==> config.mk <==
export PLATFORM = sky130hd
export DESIGN_NAME = rotary_param_bank
export DESIGN_NICKNAME = d
export VERILOG_FILES = /design/src/rtl/rotary_param_bank_pkg.sv /design/src/rtl/rotary_step_accel.sv /design/src/rtl/rotary_param_bank.sv
export VERILOG_INCLUDE_DIRS = /design/src /design/src/rtl
export SDC_FILE = /design/constraint.sdc
export NUM_CORES = 1
export LEC_CHECK = 0
export CAP_MARGIN = 20
export CORE_ASPECT_RATIO = 1.4
export CORE_MARGIN = 2
export CORE_UTILIZATION = 50
export CTS_BUF_LIST = sky130_fd_sc_hd__clkbuf_16
export DETAILED_ROUTE_END_ITERATION = 8
export PLACE_DENSITY = 0.73
export SLEW_MARGIN = 20
export SYNTH_ARGS = -nofsm -noshare
export SYNTH_HDL_FRONTEND = slang
export SYNTH_SLANG_ARGS = --single-unit
==> constraint.sdc <==
create_clock -name clk -period 8.3 [get_ports clk]
set_input_delay 2.49 -clock clk [delete_from_list [all_inputs] [get_ports clk]]
set_output_delay 2.49 -clock clk [all_outputs]
set_load 0.01 [all_outputs]
==> src/rtl/rotary_param_defs.vh <==
// rotary_param_defs.vh: step direction encodings and the index-width helper
// shared by the rotary_param_bank slice.
`ifndef ROTARY_PARAM_DEFS_VH
`define ROTARY_PARAM_DEFS_VH
typedef enum logic [1:0] {
    DIR_NONE = 2'd0,
    DIR_CW   = 2'd1,
    DIR_CCW  = 2'd2
} dir_e;

function automatic int idx_w(input int n);
    return (n > 1) ? $clog2(n) : 1;
endfunction
`endif

==> src/rtl/rotary_param_bank_pkg.sv <==
// rotary_param_bank_pkg: types and helpers shared by rotary_param_bank and its accelerator.
package rotary_param_bank_pkg;
`include "rotary_param_defs.vh"

    // Both pulses at once cancel out to no step.
    function automatic dir_e step_dir(input logic cw, input logic ccw);
        return (cw ^ ccw) ? (cw ? DIR_CW : DIR_CCW) : DIR_NONE;
    endfunction
endpackage

==> src/rtl/rotary_step_accel.sv <==
// rotary_step_accel: gap counter and last-direction tracking that choose the step size;
// compiled only when ROTARY_PARAM_BANK_ACCEL_EN is defined.
`ifdef ROTARY_PARAM_BANK_ACCEL_EN
module rotary_step_accel import rotary_param_bank_pkg::*; #(
    parameter int WIDTH        = 8,
    parameter int ACCEL_WINDOW = 50000,
    parameter int ACCEL_STEP   = 8
) (
    input  logic             clk,
    input  logic             rst_n,
    input  dir_e             dir_i,
    input  logic             clear_i,
    output logic [WIDTH-1:0] delta_o
);
    localparam int GW = idx_w(ACCEL_WINDOW + 1);

    dir_e          last_q, last_d;
    logic [GW-1:0] gap_q, gap_d;

    always_comb begin
        delta_o = (dir_i != DIR_NONE && dir_i == last_q && gap_q < GW'(ACCEL_WINDOW))
                  ? WIDTH'(ACCEL_STEP) : WIDTH'(1);
        last_d  = clear_i ? DIR_NONE : ((dir_i != DIR_NONE) ? dir_i : last_q);
        gap_d   = (dir_i != DIR_NONE) ? '0
                  : ((gap_q == GW'(ACCEL_WINDOW)) ? gap_q : gap_q + 1'b1);
    end

    always_ff @(posedge clk or negedge rst_n) begin
        if (!rst_n) begin
            last_q <= DIR_NONE;
            gap_q  <= '0;
        end else begin
            last_q <= last_d;
            gap_q  <= gap_d;
        end
    end
endmodule
`endif

==> src/rtl/rotary_param_bank.sv <==
// rotary_param_bank: one rotary encoder shared across CHANNELS parameter registers.
// Define ROTARY_PARAM_BANK_ACCEL_EN to enable step acceleration (rotary_step_accel).
module rotary_param_bank import rotary_param_bank_pkg::*; #(
    parameter int CHANNELS     = 4,
    parameter int WIDTH        = 8,
    parameter int RESET_VALUE  = 0,
    parameter int WRAP         = 0,
    parameter int ACCEL_WINDOW = 50000,
    parameter int ACCEL_STEP   = 8
) (
    input  logic                          clk,
    input  logic                          rst_n,
    input  logic                          in_ccw,
    input  logic                          in_cw,
    input  logic                          in_next,
    output logic [CHANNELS*WIDTH-1:0]     values,
    output logic [idx_w(CHANNELS)-1:0]    sel,
    output logic                          changed,
    output logic [idx_w(CHANNELS)-1:0]    changed_ch
);
    localparam int SW = idx_w(CHANNELS);

    logic [CHANNELS-1:0][WIDTH-1:0] vals_q, vals_d;
    logic [SW-1:0]                  sel_q, sel_d, ch_q, ch_d;
    logic                           chg_q, chg_d;
    logic [WIDTH-1:0]               delta, cur, nv;
    logic [WIDTH:0]                 up, dn;
    dir_e                           dir;

    assign dir = step_dir(in_cw, in_ccw);

`ifdef ROTARY_PARAM_BANK_ACCEL_EN
    rotary_step_accel #(
        .WIDTH(WIDTH),
        .ACCEL_WINDOW(ACCEL_WINDOW),
        .ACCEL_STEP(ACCEL_STEP)
    ) u_accel (
        .clk(clk),
        .rst_n(rst_n),
        .dir_i(dir),
        .clear_i(in_next | (in_cw & in_ccw)),
        .delta_o(delta)
    );
`else
    logic unused_accel;
    assign unused_accel = ^{ACCEL_WINDOW[0], ACCEL_STEP[0]};
    assign delta = WIDTH'(1);
`endif

    // The extra top bit of up/dn flags overflow/underflow for the clamp.
    always_comb begin
        cur    = vals_q[sel_q];
        up     = {1'b0, cur} + {1'b0, delta};
        dn     = {1'b0, cur} - {1'b0, delta};
        nv     = (dir == DIR_CW)
                 ? ((up[WIDTH] && WRAP == 0) ? '1 : up[WIDTH-1:0])
                 : ((dn[WIDTH] && WRAP == 0) ? '0 : dn[WIDTH-1:0]);
        chg_d  = (dir != DIR_NONE) && (nv != cur);
        ch_d   = chg_d ? sel_q : ch_q;
        sel_d  = in_next ? ((sel_q == SW'(CHANNELS - 1)) ? '0 : sel_q + 1'b1) : sel_q;
        vals_d = vals_q;
        if (chg_d) vals_d[sel_q] = nv;
    end

    always_ff @(posedge clk or negedge rst_n) begin
        if (!rst_n) begin
            vals_q <= {CHANNELS{WIDTH'(RESET_VALUE)}};
            sel_q  <= '0;
            ch_q   <= '0;
            chg_q  <= 1'b0;
        end else begin
            vals_q <= vals_d;
            sel_q  <= sel_d;
            ch_q   <= ch_d;
            chg_q  <= chg_d;
        end
    end

    assign values     = vals_q;
    assign sel        = sel_q;
    assign changed    = chg_q;
    assign changed_ch = ch_q;
endmodule

==> run summary <==
The flow ran to the end, and the final reports show no timing, DRC or antenna violations. The number of buffers added for setup after CTS is 0. The starting density of the core came out at 0.5248. The slowest stage of the critical path belongs to the cell ha_1.

In this run the worst hold path is classified as reg2reg. The maximum buffer depth of the clock tree came out at 2. In the final routed layout, each cell accounts on average for 20.86 um. The area share of the largest cell type after synthesis came out at 0.3828. The number of nets in the synthesized netlist is 235. The part of the power in the clock network is 0.120.

The arrival time of the worst setup path came out at 5.06 ns. The final sum of negative setup slack came out at 0 ns. STA classifies the critical path endpoint as a register. The count of instances resized after the clock tree is built is 0. The post-detailed-routing wire length came out at 6635 um. Measured against its own limit, the worst slew margin works out to 0.3149.

Compared with the post-synthesis result, the final layout area differs by 22.71%. The measured slew at the worst slew-check pin came out at 1.020 ns. The final design utilization is 0.6440. The global-route wire length before repair came out at 10,510 um. The number of antenna violations at the first check in global routing is 0. Ranked by total cell area, the synthesized netlist is headed by dfrtp_1, mux4_2, o31ai_1, mux2_2, o21ai_0. The detailed router finished its first iteration with 193 violations. The compound-cell area share of the yosys netlist came out at 0.2540. The final hold violation count is 0. The cell taking the most area after synthesis is dfrtp_1. The worst voltage drop across the vdd grid is 0.2838 mV. The total power density per cell area is 490.0 nW/um2. The cell with the most instances after synthesis is dfrtp_1. After synthesis, the largest family of logic cells by area is compound AO/OA/AOI/OAI gates. In the finished design, the share of the clock period the worst path needs comes to 0.5899.

Measured along the x axis, the die boundary spans 62.78 um. The cell family contributing the most delay on the critical path is simple AND/OR/NAND/NOR gates. The parity-gate share of the synthesized area counting xor and xnor cells came out at 0.007243. Of the synthesized area, sequential elements account for 0.3828. The number of top-level pins is 42.

The final-report max-slew violation count is 0. By count the netlist is led by dfrtp_1, o21ai_0, o31ai_1, mux2_2, clkbuf_1. Internal power comes to 0.7646 mW.

For this run, the slowest stage of the critical path takes 0.54 ns. The arithmetic-cell share of the synthesized area counting full adders, half adders and majority gates is 0.03621. Based on the critical path, the design can be clocked at up to 0.2042 GHz. The detailed router placed 2,125 vias in this run. Across the routed clock network, the largest skew measured is 0.002550 ns. The average vias per placed instance is 6.682. The number of routed nets with antenna violations is 0. The detailed placement HPWL is 4763 um.

The number of warnings reported in the yosys synthesis log came out at 0. The die area is 5417 um2. Setup violations remaining at the end of the flow were counted as 0. The count of fill cells added during filler insertion came out at 380. The proportion of synthesized flip-flops having asynchronous set or reset is 1.000. The tree is rooted in a clkbuf_16. The class of the most critical setup path is in2reg. Dividing the synthesized area by the synthesized cell count gives 10.85 um2.

The count of different cell masters after synthesis came out at 45. The power spent charging and discharging nets is 0.6898 mW. The CTS buffer count is 5. The count of port buffers added during placement came out at 41.

The gate count after technology mapping came out at 223. The global-route congestion overflow total came out at 0. Setup repair after global routing left no endpoint under its margin.

The sequential fraction of design power came out at 0.248. The clock net in this run drives a total of 37 sinks. The share of total power dissipated in combinational logic is 0.632. The required time of the critical path came out at 8.46 ns.

The share of synthesized area spent on multiplexers is 0.1397. The number of global-route vias before repair is 1,953. The worst setup path is launched from an input port.

For this run, design rule violations remaining after detail routing come to 0. TritonCTS built the clock tree. The number of nets in the final layout is 267. Max-cap violations in this run came to 0. The most frequently used flop master after synthesis is dfrtp_1. The first-pass detailed-route iteration total is 4. Row generation in the floorplan step produced 29 rows. The shortest period the worst path allows is 4.897 ns. The highest net fanout along the worst path came out at 17. The y dimension of the die is 86.29 um.

The standard cell core area is 4608 um2. For this run, the total global-route usage over all layers was measured as 0.2520. The number of hold buffers added after cts came out at 0. The share of total power consumed by net switching is 0.4743. After synthesis the netlist holds a flip-flop and latch count of 37.

Walking the worst path, the cells encountered are clkdlybuf4s50_1, ha_1, inv_1, nand2_1, nor4_1, nor3_1, mux2_2. The number of enable flip-flop cells after synthesis is 0. In this run the static leakage power is 1.137 nW. The pin count of the biggest net entering global routing is 38. Across all hold checks on the routed design, the worst slack comes to 0.5084 ns.

The number of levels the H-tree was split into came out at 2. The repair_antennas step left the layout with diodes totalling 0. After clock tree synthesis, the clock-pin slew on the worst setup and hold paths is 0.05 ns. The fraction of layout instances using a drive strength above 1 is 0.1406. Of the total synthesized cell area, the portion taken by AND, OR, NAND and NOR gates is 0.1350. The post-synthesis instance area came out at 2419 um2. The number of buffers and inverters on the critical path is 2.

The placer congestion estimate is 0.9045. The clock latency at the later pin of the worst-skew pair is 0.28 ns.
[logic make-up after synthesis]
| logic type | count (synthesis) |
|---|---|
| AOI/OAI and AO/OA | 77 |
| xor gates and xnor gates | 2 |
| adders and majority gates | 7 |
| buffers and inverters | 24 |
| DFF | 37 |
| muxes | 22 |
| and+or+nand+nor | 54 |
[power by group through the flow]
stage	clock network, mW	registers [mW]	logic [mW]
global route	0.183	0.374	0.978
finish	0.174	0.361	0.919
CTS	0.173	0.360	0.906
global placement	0	0.361	0.886
floorplan	0	0.361	0.594
detailed placement	0	0.362	0.898
[area by class of cell]
type / instances / area [um2] / share of cell area
clock buffer: 5 / 125.1 / 0.04216
clock inverter: 3 / 11.26 / 0.003794
inverter: 7 / 26.28 / 0.008853
multi-input combinational: 162 / 1384 / 0.4663
sequential: 37 / 925.9 / 0.3120
tap: 62 / 77.57 / 0.02614
timing repair buffer: 42 / 417.9 / 0.1408
[per-stage QoR]
stage	power, mW	cells	area [um2]	setup slack [ns]
after floorplan	0.9551	223	2419	4.164
after global placement	1.247	310	2831	3.229
after detailed placement	1.260	310	2831	3.178
after CTS	1.439	318	2968	3.452
after global routing	1.535	318	2968	3.146
final	1.454	318	2968	3.403
[worst register-to-register path, cell delays in order (launching register included)]
cell	delay (ns)
dfrtp_1	0.86
mux4_2	0.77
or4_1	0.85
o41ai_4	0.62
nor2_2	0.15
mux2_2	0.31
[flip-flops by register name, summed over array words and instances (netlist names)]
name and count:
changed 1, changed_ch 2, values 32, sel 2
[metal layers]
layer	track usage	share of wire	vias to the layer above
met2	0.3949	0.49	126
met3	0.04026	0.079	20
met5	0	0	-
li1	-	-	947
met4	0.1030	0.025	0
met1	0.3522	0.40	1032
[layout by cell type, fill, tap and decap left out, drive strengths merged, types with 6 or more instances in the layout]
cell           Yosys  routed
a31oi              6       6
mux2              14      14
nor2               9       9
o21ai             22      22
mux4               8       8
o31ai             18      18
nor4               6       6
inv                7      10
ha                 7       7
nand3              6       6
clkdlybuf4s50      0      41
a21oi              6       6
dfrtp             37      37
nand2              9       9
[final timing paths]
kind	from	to	slack, ns	cells past startpoint
setup / recovery	in_cw	changed_ch[0]$_DFFE_PN0P_	3.40	7
hold / removal	changed_ch[0]$_DFFE_PN0P_	changed_ch[0]$_DFFE_PN0P_	0.51	1
setup reg to reg	sel[0]$_DFFE_PN0P_	values[10]$_DFFE_PN0P_	4.62	5
hold reg to reg	changed_ch[0]$_DFFE_PN0P_	changed_ch[0]$_DFFE_PN0P_	0.51	1
max in group asynchronous	rst_n	values[2]$_DFFE_PN0P_	5.33	2
min in group asynchronous	rst_n	values[4]$_DFFE_PN0P_	2.64	2
Note: power is estimated with default switching activity, not from simulation.
